==> src/rtl/entity_frame_buffer_pkg.sv <==
// entity_frame_buffer_pkg: shared record layout, slot count, swap line and FSM encodings
package entity_frame_buffer_pkg;
  localparam int ENTITY_W = 20;
  localparam int NUM_SLOTS = 15;
  localparam int OUT_W = NUM_SLOTS * ENTITY_W;
  localparam logic [9:0] V_SWAP = 10'd480;
  localparam int SPRITE_HI = 19;
  localparam int SPRITE_LO = 16;
  localparam int ORIENT_HI = 15;
  localparam int ORIENT_LO = 14;
  localparam int TILE_X_HI = 13;
  localparam int TILE_X_LO = 9;
  localparam int TILE_Y_HI = 8;
  localparam int TILE_Y_LO = 4;
  localparam int LEN_HI = 3;
  localparam int LEN_LO = 0;
  localparam logic [ENTITY_W-1:0] EMPTY = 20'hF0000;
  typedef enum logic [1:0] {ACCEPT = 2'd0, CLEAR = 2'd1, WAIT = 2'd2} state_t;
endpackage

==> src/rtl/entity_frame_buffer_if.sv <==
// entity_frame_buffer_if: game-logic write/commit/clear bus; master = producer, slave = frame buffer
interface entity_frame_buffer_if;
  import entity_frame_buffer_pkg::*;
  logic wr_valid;
  logic [3:0] wr_slot;
  logic [ENTITY_W-1:0] wr_data;
  logic wr_ready;
  logic commit;
  logic clear;
  logic commit_pending;
  logic frame_tick;
  modport master (
    output wr_valid, wr_slot, wr_data, commit, clear,
    input wr_ready, commit_pending, frame_tick
  );
  modport slave (
    input wr_valid, wr_slot, wr_data, commit, clear,
    output wr_ready, commit_pending, frame_tick
  );
endinterface

==> src/rtl/entity_frame_buffer_frame_edge_detect.sv <==
// frame_edge_detect: registers counter_V and flags the first cycle it reads V_SWAP (clk_in, reset, counter_V -> vblank_start)
module frame_edge_detect
  import entity_frame_buffer_pkg::*;
(
  input  logic       clk_in,
  input  logic       reset,
  input  logic [9:0] counter_V,
  output logic       vblank_start
);
  logic [9:0] prev_V;
  always_ff @(posedge clk_in) prev_V <= reset ? 10'd0 : counter_V;
  assign vblank_start = (counter_V == V_SWAP) && (prev_V != V_SWAP);
endmodule

==> src/rtl/entity_frame_buffer.sv <==
// entity_frame_buffer: double-buffered entity slots, back buffer written via bus, copied to entities_out at vblank start (clk_in, reset, counter_V, bus, entities_out)
module entity_frame_buffer
  import entity_frame_buffer_pkg::*;
(
  input  logic                 clk_in,
  input  logic                 reset,
  input  logic [9:0]           counter_V,
  entity_frame_buffer_if.slave bus,
  output logic [OUT_W-1:0]     entities_out
);
  state_t state, nxt;
  logic [ENTITY_W-1:0] back [NUM_SLOTS];
  logic [ENTITY_W-1:0] front [NUM_SLOTS];
  logic [3:0] clr_idx;
  logic vblank_start, clr_last, frame_tick;
  frame_edge_detect u_edge (
    .clk_in(clk_in),
    .reset(reset),
    .counter_V(counter_V),
    .vblank_start(vblank_start)
  );
  assign clr_last = clr_idx == 4'(NUM_SLOTS - 1);
  always_comb begin
    nxt = state;
    nxt = state == ACCEPT ? (bus.clear ? CLEAR : bus.commit ? WAIT : ACCEPT) :
          state == CLEAR  ? (clr_last ? ACCEPT : CLEAR) :
          state == WAIT   ? (vblank_start ? ACCEPT : WAIT) : ACCEPT;
  end
  always_ff @(posedge clk_in) begin
    if (reset) begin
      state <= ACCEPT;
      clr_idx <= 4'd0;
      frame_tick <= 1'b0;
      for (int i = 0; i < NUM_SLOTS; i++) begin
        back[i] <= EMPTY;
        front[i] <= EMPTY;
      end
    end else begin
      state <= nxt;
      frame_tick <= state == WAIT && vblank_start;
      if (state == ACCEPT && bus.wr_valid && bus.wr_slot < 4'(NUM_SLOTS))
        back[bus.wr_slot] <= bus.wr_data;
      if (state == CLEAR) begin
        back[clr_idx] <= EMPTY;
        clr_idx <= clr_last ? 4'd0 : clr_idx + 4'd1;
      end
      if (state == WAIT && vblank_start)
        front <= back;
    end
  end
  assign bus.wr_ready = state == ACCEPT;
  assign bus.commit_pending = state == WAIT;
  assign bus.frame_tick = frame_tick;
  for (genvar g = 0; g < NUM_SLOTS; g++) begin : g_out
    assign entities_out[g*ENTITY_W +: ENTITY_W] = front[g];
  end
endmodule

==> src/flat_wrapper.sv <==
// flat-port wrapper written by rule: the top's interface ports become plain ports
module entity_frame_buffer_flat import entity_frame_buffer_pkg::*;
  (clk_in, reset, counter_V, entities_out, bus_wr_valid, bus_wr_slot, bus_wr_data, bus_commit, bus_clear, bus_wr_ready, bus_commit_pending, bus_frame_tick);
  entity_frame_buffer_if bus_i ();
  input  logic clk_in;
  input  logic reset;
  input  logic [9:0] counter_V;
  output logic [OUT_W-1:0] entities_out;
  input wire logic [$bits(bus_i.wr_valid)-1:0] bus_wr_valid;
  input wire logic [$bits(bus_i.wr_slot)-1:0] bus_wr_slot;
  input wire logic [$bits(bus_i.wr_data)-1:0] bus_wr_data;
  input wire logic [$bits(bus_i.commit)-1:0] bus_commit;
  input wire logic [$bits(bus_i.clear)-1:0] bus_clear;
  output wire logic [$bits(bus_i.wr_ready)-1:0] bus_wr_ready;
  output wire logic [$bits(bus_i.commit_pending)-1:0] bus_commit_pending;
  output wire logic [$bits(bus_i.frame_tick)-1:0] bus_frame_tick;
  assign bus_i.wr_valid = bus_wr_valid;
  assign bus_i.wr_slot = bus_wr_slot;
  assign bus_i.wr_data = bus_wr_data;
  assign bus_i.commit = bus_commit;
  assign bus_i.clear = bus_clear;
  assign bus_wr_ready = bus_i.wr_ready;
  assign bus_commit_pending = bus_i.commit_pending;
  assign bus_frame_tick = bus_i.frame_tick;
  entity_frame_buffer u_core (.clk_in(clk_in), .reset(reset), .counter_V(counter_V), .bus(bus_i), .entities_out(entities_out));
endmodule
==> config.mk <==
export PLATFORM = sky130hd
export DESIGN_NAME = entity_frame_buffer_flat
export DESIGN_NICKNAME = d
export VERILOG_FILES = /design/src/rtl/entity_frame_buffer_pkg.sv /design/src/rtl/entity_frame_buffer_if.sv /design/src/rtl/entity_frame_buffer_frame_edge_detect.sv /design/src/rtl/entity_frame_buffer.sv /design/src/flat_wrapper.sv
export SDC_FILE = /design/constraint.sdc
export NUM_CORES = 1
export LEC_CHECK = 0
export BUFFER_PORTS_ARGS = -buffer_cell sky130_fd_sc_hd__buf_2
export CAP_MARGIN = 10
export CORE_MARGIN = 2
export CORE_UTILIZATION = 60
export DETAILED_ROUTE_END_ITERATION = 10
export GPL_TIMING_DRIVEN = 0
export PLACE_DENSITY = 0.83
export RECOVER_POWER = 25
export SLEW_MARGIN = 10
export SYNTH_ARGS = -nofsm -noshare
export SYNTH_HDL_FRONTEND = slang
export SYNTH_SLANG_ARGS = --single-unit
export TNS_END_PERCENT = 1
==> constraint.sdc <==
create_clock -name clk_in -period 3.5 [get_ports clk_in]
set_input_delay 0.35 -clock clk_in [delete_from_list [all_inputs] [get_ports clk_in]]
set_output_delay 0.35 -clock clk_in [all_outputs]
set_load 0.01 [all_outputs]
==> results.md, run 1 <==
- Outcome: complete, but fails checks
- Failing checks: max-capacitance violations, max-slew violations
- Critical path endpoint category: register
- Syn Inst Count: 2761
- DIE WIDTH: 198.2 um
- Layout cells sized above 1: 8.419%
- Grt total ovfl: 0
- Max incr delay on CP: 0.81 ns
- Placed cell area: 24970 sq um
- Unique masters post-synth: 38
- WL per Instance: 20.72 um
- Num CTS Buffers: 59
- Worst path bufs/invs: 3
- Clk pin slew, worst setup/hold paths: 0.07 ns
- Critical-path maximum fanout: 10
- Post-Synth XOR/XNOR Area: 0.03872%
- Total of max-cap violations: 1
- Routed Antenna Nets: 0
- Crit path cell chain: buf_2 -> or3_1 -> nor4_4 -> clkbuf_1 -> buf_2 -> nand3_1 -> a21oi_1
- Largest family of logic cells by synthesized area: compound AO/OA/AOI/OAI gates
- FMAX: 311.8 MHz
- Switching share of power: 22.62%
- Reg power frac: 49.7%
- TritonCTS clock tree: built
- Most frequent CP cell: buf_2
- Clock latency on the worst-skew pair: 0.62 ns
- CP startpoint kind: register
- Commonest cells after routing, fill and taps aside: dfxtp_1 (617), nand2_1 (609), a21oi_1 (499)
- Drt drc: 0
- Storage element area: 12350 sq um
- Gpl congestion: 0.9043
- Ys Warns: 0
- WP data arrival: 3.75 ns
- Commonest non-fill, non-tap cell in the layout: dfxtp_1
- R2R Path Start: u_core.state[0]
- First-pass GRT wire length: 114100 um
- FF-to-FF End: u_core.entities_out[61]
- DPL Wire Length: 53460 um
- Final setup fails: 0
- Mux cell area share after synthesis: 0%
- Hold Crit Class: in -> reg
- R2R cell count: 7
- Largest net degree at the start of global routing: 15
- Sequential share of the synthesized area: 54.61%
- Pins over their slew limit: 10
- Area of the multi-input gates: 9141 sq um
- Die Y: 198.2 um
- Post-CTS setup buffer count: 0
- Hold_ws: 0.01679 ns
- Starting density of the core: 60.48%
- FF-to-FF setup slack: 0.29 ns
- Largest cells by area after synthesis: dfxtp_1 (55%), a21oi_1 (11%), nand2_1 (10%), nand3_1 (6.8%), o21ai_0 (5.3%)
- Tot GR Track Use: 38.10%
- CP endpoint: u_core.entities_out[61]
- Final WL: 77380 um
- Crit path depth: 7
- Period utilization: 91.64%
- Via count: 22333
- Clock Sinks: 617
- Nets: 3211
- Setup TNS: 0 ns
- Antenna violations before repair: 2
- Max Clock Skew: 0.01153 ns
- CP Data Required Time: 4.04 ns
- Cell Area, Synth: 22620 sq um
- Slew headroom: -0.01397%
- Net load switching power: 3.231 mW
- Post-route cell area: 26810 sq um
- Via density: 5.979
- Post-CTS sizing: 0
- Period minus WS final: 3.207 ns
- Pleak: 9.100 nW
- Yosys reg bits: 617
- Power density cells: 532.8 nW/um^2
- CP Class: reg -> reg
- Final hold violation count: 0
- Clk buf depth: 3
- Int Pwr: 11.06 mW
- Top-area cell type share of the netlist area: 54.61%
- Logic pwr share: 4.0%
- Worst slack, placed: 0.3631 ns
- Unrepaired setup endpoints after global routing: no
- Maximum vdd drop: 0.4089 mV
- TritonRoute pass-1 iters: 6
- Core area: 37400 sq um
- Yosys top cell by area: dfxtp_1
- Setup crit start: u_core.state[0]
- Crit-path slowest cell: nor4_4
- Mapped Nets: 2800
- Filler cells: 3023
- Worst slew pin tran: 1.500 ns
- CTS H-tree depth: 2
- Synth-to-Final Area Change: 18.54%
- Synth Area in Compound Gates: 21.27%
- Slack of the critical path: 0.2925 ns
- First DRT Iteration DRCs: 2440
- Die area: 39270 sq um
- CP delay by family, top: simple AND/OR/NAND/NOR gates
- Vias in the first global route: 20877
- Mean Syn Cell Area: 8.192 sq um
- Area share of fa/ha/maj cells after synthesis: 0%
- Post-Synth Simple-Gate Area: 19.05%
- Placement Rows: 71
- Clk root buf: clkbuf_16
- # port buffers: 341
- Clock Power Share: 46.3%
- Hold_buf cts: 9
- Io pins: 342
-- state kept, by name, summed over array words and instances, names as in the netlist --
name and flops:
u_core.u_edge.prev_V 10, u_core.back 300, u_core.clr_idx 4, u_core.state 2, u_core.bus.frame_tick 1, u_core.entities_out 300
-- kinds of logic (layout without fill, tap and decap cells) --
kind of cell           count (synthesis)  count (layout)
other                                  0               5
flip-flops                           617             617
XOR/XNOR                               1               1
AND/OR/NAND/NOR                      991             991
AO/OA/AOI/OAI                        877             877
buffers and inverters                275             733
-- power by group through the flow --
stage	clock, mW	sequential [mW]	combinational, mW
2_1_floorplan	0	7.24	0.293
3_3_place_gp	0	7.25	0.519
3_5_place_dp	0	7.25	0.534
4_1_cts	6.60	7.10	0.545
5_1_grt	6.88	7.10	0.595
6_report	6.62	7.10	0.574
-- per-layer routing --
| layer | share of wire [%] | up-vias | track usage [%] |
|---|---|---|---|
| met4 | 6.9 | 2 | 25.93 |
| met1 | 37 | 10513 | 45.52 |
| met2 | 45 | 1225 | 60.64 |
| met5 | 0.012 | - | 0 |
| li1 | - | 10285 | - |
| met3 | 11 | 308 | 9.555 |
-- how the worst min path moves through the flow --
stage                                 from  cells past startpoint                 endpoint  slack, ns
after detailed placement  u_core.back[241]                      2         u_core.back[241]       0.45
after global routing          counter_V[0]                      2  u_core.u_edge.prev_V[0]       0.02
final                         counter_V[0]                      2  u_core.u_edge.prev_V[0]       0.02
after floorplan           u_core.back[240]                      2         u_core.back[240]       0.43
after global placement    u_core.back[217]                      1  u_core.entities_out[97]       0.44
after CTS                     counter_V[0]                      2  u_core.u_edge.prev_V[0]       0.02
-- area by class of cell --
cell class / instances / area share (%)
timing repair buffer: 350 / 5.670
buffer: 274 / 4.232
clock buffer: 90 / 6.659
clock inverter: 18 / 0.8353
multi-input combinational: 1869 / 34.09
inverter: 1 / 0.01400
antenna: 5 / 0.04666
tap: 511 / 2.385
sequential: 617 / 46.07
-- per-stage QoR --
stage	util, %	power (mW)	cells
2_1_floorplan	-	7.536	2761
3_3_place_gp	66.75	7.769	3613
3_5_place_dp	66.77	7.785	3613
4_1_cts	72.38	14.24	3730
5_1_grt	71.67	14.57	3731
6_report	71.69	14.29	3735
-- cells in the mapped netlist, drive strengths merged --
cell       n
dfxtp    617
nand2    609
a21oi    499
nand3    307
o21ai    241
clkbuf   215
a211o     60
o21a      60
buf       59
nor2b     15
a21o      14
nor2      14
nor3       9
nand2b     6
or3        6
and2       3
nand4b     3
nor3b      3
nor4       3
and3       2
nand3b     2
or4        2
a211oi     1
and4b      1
inv        1
nand4bb    1
nor4b      1
nor4bb     1
o21bai     1
o31ai      1
or2        1
or3b       1
or4b       1
xnor2      1
Note: power is estimated with default switching activity, not from simulation.
==> run 2, diff against run 1 <==
CORE_UTILIZATION = 61   (was 60)
PLACE_DENSITY = 0.85   (was 0.83)
==> results.md, run 2 (synthesis results as in run 1) <==
- Logic pwr share: 4.0% (about the same)
- Synth-to-Final Area Change: 18.45% (was 18.54%)
- Pleak: 9.113 nW (was 9.100 nW)
- Num CTS Buffers: 59 (unchanged)
- CP Class: reg -> reg (unchanged)
- Grt total ovfl: 0 (unchanged)
- Filler cells: 2875 (was 3023)
- Maximum vdd drop: 0.4197 mV (was 0.4089 mV)
- Clock latency on the worst-skew pair: 0.62 ns (about the same)
- Critical-path maximum fanout: 10 (unchanged)
- Via count: 22653 (was 22333)
- Commonest cells after routing, fill and taps aside: dfxtp_1 (617), nand2_1 (609), a21oi_1 (499) (unchanged)
- Largest net degree at the start of global routing: 16 (was 15)
- Power density cells: 537.6 nW/um^2 (was 532.8 nW/um^2)
- First-pass GRT wire length: 116200 um (was 114100 um)
- DIE WIDTH: 196.6 um (was 198.2 um)
- Critical path endpoint category: register (unchanged)
- Clock Power Share: 46.7% (was 46.3%)
- CP Data Required Time: 4.04 ns (about the same)
- Clk root buf: clkbuf_16 (unchanged)
- Final setup fails: 0 (unchanged)
- Int Pwr: 11.14 mW (was 11.06 mW)
- Switching share of power: 22.62% (about the same)
- Min-delay src: counter_V[7] (was counter_V[0])
- Final std cells w/o fill: 3692 (was 3735)
- # port buffers: 341 (unchanged)
- Slew headroom: -0.8064% (was -0.01397%)
- Gpl congestion: 0.9196 (was 0.9043)
- Setup TNS: 0 ns (unchanged)
- Final hold violation count: 0 (unchanged)
- R2R Path Start: u_core.state[0] (unchanged)
- Worst slew pin tran: 1.512 ns (was 1.500 ns)
- Nets: 3209 (was 3211)
- Drt drc: 0 (unchanged)
- Post-CTS setup buffer count: 0 (unchanged)
- First DRT Iteration DRCs: 2684 (was 2440)
- Reg power frac: 49.3% (was 49.7%)
- Via density: 6.136 (was 5.979)
- Antenna violations before repair: 4 (was 2)
- Core area: 36520 sq um (was 37400 sq um)
- Clk pin slew, worst setup/hold paths: 0.06 ns (was 0.07 ns)
- FMAX: 314.8 MHz (was 311.8 MHz)
- CTS H-tree depth: 2 (unchanged)
- Setup crit start: u_core.state[0] (unchanged)
- WP data arrival: 3.72 ns (was 3.75 ns)
- Vias in the first global route: 21151 (was 20877)
- Io pins: 342 (unchanged)
- Hold Crit Class: in -> reg (unchanged)
- Die Y: 196.6 um (was 198.2 um)
- Max Clock Skew: 0.01354 ns (was 0.01153 ns)
- Total of max-cap violations: 2 (was 1)
- Outcome: complete, but fails checks (unchanged)
- Tot GR Track Use: 38.98% (was 38.10%)
- Period utilization: 90.77% (was 91.64%)
- Routed Antenna Nets: 0 (unchanged)
- DP Cell Count: 3570 (was 3613)
- Starting density of the core: 61.93% (was 60.48%)
- TritonCTS clock tree: built (unchanged)
- Layout cells sized above 1: 8.478% (was 8.419%)
- Placement Rows: 70 (was 71)
- Pins over their slew limit: 11 (was 10)
- DPL Wire Length: 53790 um (was 53460 um)
- Net load switching power: 3.258 mW (was 3.231 mW)
- Commonest non-fill, non-tap cell in the layout: dfxtp_1 (unchanged)
- FF-to-FF setup slack: 0.32 ns (was 0.29 ns)
- Storage element area: 12350 sq um (unchanged)
- Die area: 38640 sq um (was 39270 sq um)
- Unrepaired setup endpoints after global routing: no (unchanged)
- Final WL: 78590 um (was 77380 um)
- CP startpoint kind: register (unchanged)
- TritonRoute pass-1 iters: 9 (was 6)
- Area of the multi-input gates: 9146 sq um (was 9141 sq um)
- Clock Sinks: 617 (unchanged)
- WL per Instance: 21.29 um (was 20.72 um)
- Period minus WS final: 3.177 ns (was 3.207 ns)
- Clk buf depth: 3 (unchanged)
- Failing checks: max-capacitance violations, max-slew violations (unchanged)
-- run 2: worst paths after layout --
check,cells past startpoint,end
setup / recovery,7,u_core.entities_out[61]
hold / removal,2,u_core.u_edge.prev_V[7]
setup reg to reg,7,u_core.entities_out[61]
hold reg to reg,2,u_core.back[253]
-- run 2: critical path: stages (launching register included) --
cell and delay (ns):
dfxtp_1 0.34, buf_2 0.20, or3_1 0.42, nor4_4 0.67
clkbuf_1 0.78, buf_2 0.35, nand3_1 0.16, a21oi_1 0.17
-- run 2: routing by layer --
layer | up-vias | part of all wire (%) | GRT usage, %
met2 | 1376 | 45 | 61.43
met1 | 10686 | 37 | 47.11
met5 | - | 0.017 | 0
met4 | 2 | 6.8 | 25.48
li1 | 10271 | - | -
met3 | 318 | 11 | 10.63
-- run 2: timing repair --
action                    4_1_cts  5_1_grt
hold buffers                    7        0
hold endpoints to repair        7        0
resized for setup               0        0
-- run 2: layout make-up --
type | count | area share, %
antenna | 4 | 0.03736
clock buffer | 93 | 6.701
inverter | 1 | 0.01401
timing repair buffer | 348 | 5.599
multi-input combinational | 1869 | 34.14
sequential | 617 | 46.10
clock inverter | 18 | 0.9900
buffer | 274 | 4.236
tap | 468 | 2.185
-- run 2: power groups by stage --
stage | Sequential, mW | Combinational, mW | Clock, mW
6_report | 7.10 | 0.583 | 6.72
5_1_grt | 7.10 | 0.601 | 6.97
4_1_cts | 7.10 | 0.551 | 6.69
3_5_place_dp | 7.25 | 0.540 | 0
3_3_place_gp | 7.25 | 0.522 | 0
2_1_floorplan | 7.24 | 0.293 | 0
-- run 2: metrics by stage --
| step | instance area, sq um | total power, mW | hold WS, ns | setup slack (ns) | util [%] |
|---|---|---|---|---|---|
| floorplan | 22620 | 7.536 | 0.4321 | 1.395 | - |
| global route | 26790 | 14.67 | 0.01069 | 0.2894 | 73.34 |
| finish | 26790 | 14.40 | 0.01014 | 0.3232 | 73.36 |
| CTS | 27050 | 14.34 | 0.00009137 | 0.3591 | 74.08 |
| global placement | 24910 | 7.771 | 0.4419 | 0.3587 | 68.21 |
| detailed placement | 24920 | 7.792 | 0.4444 | 0.3109 | 68.24 |
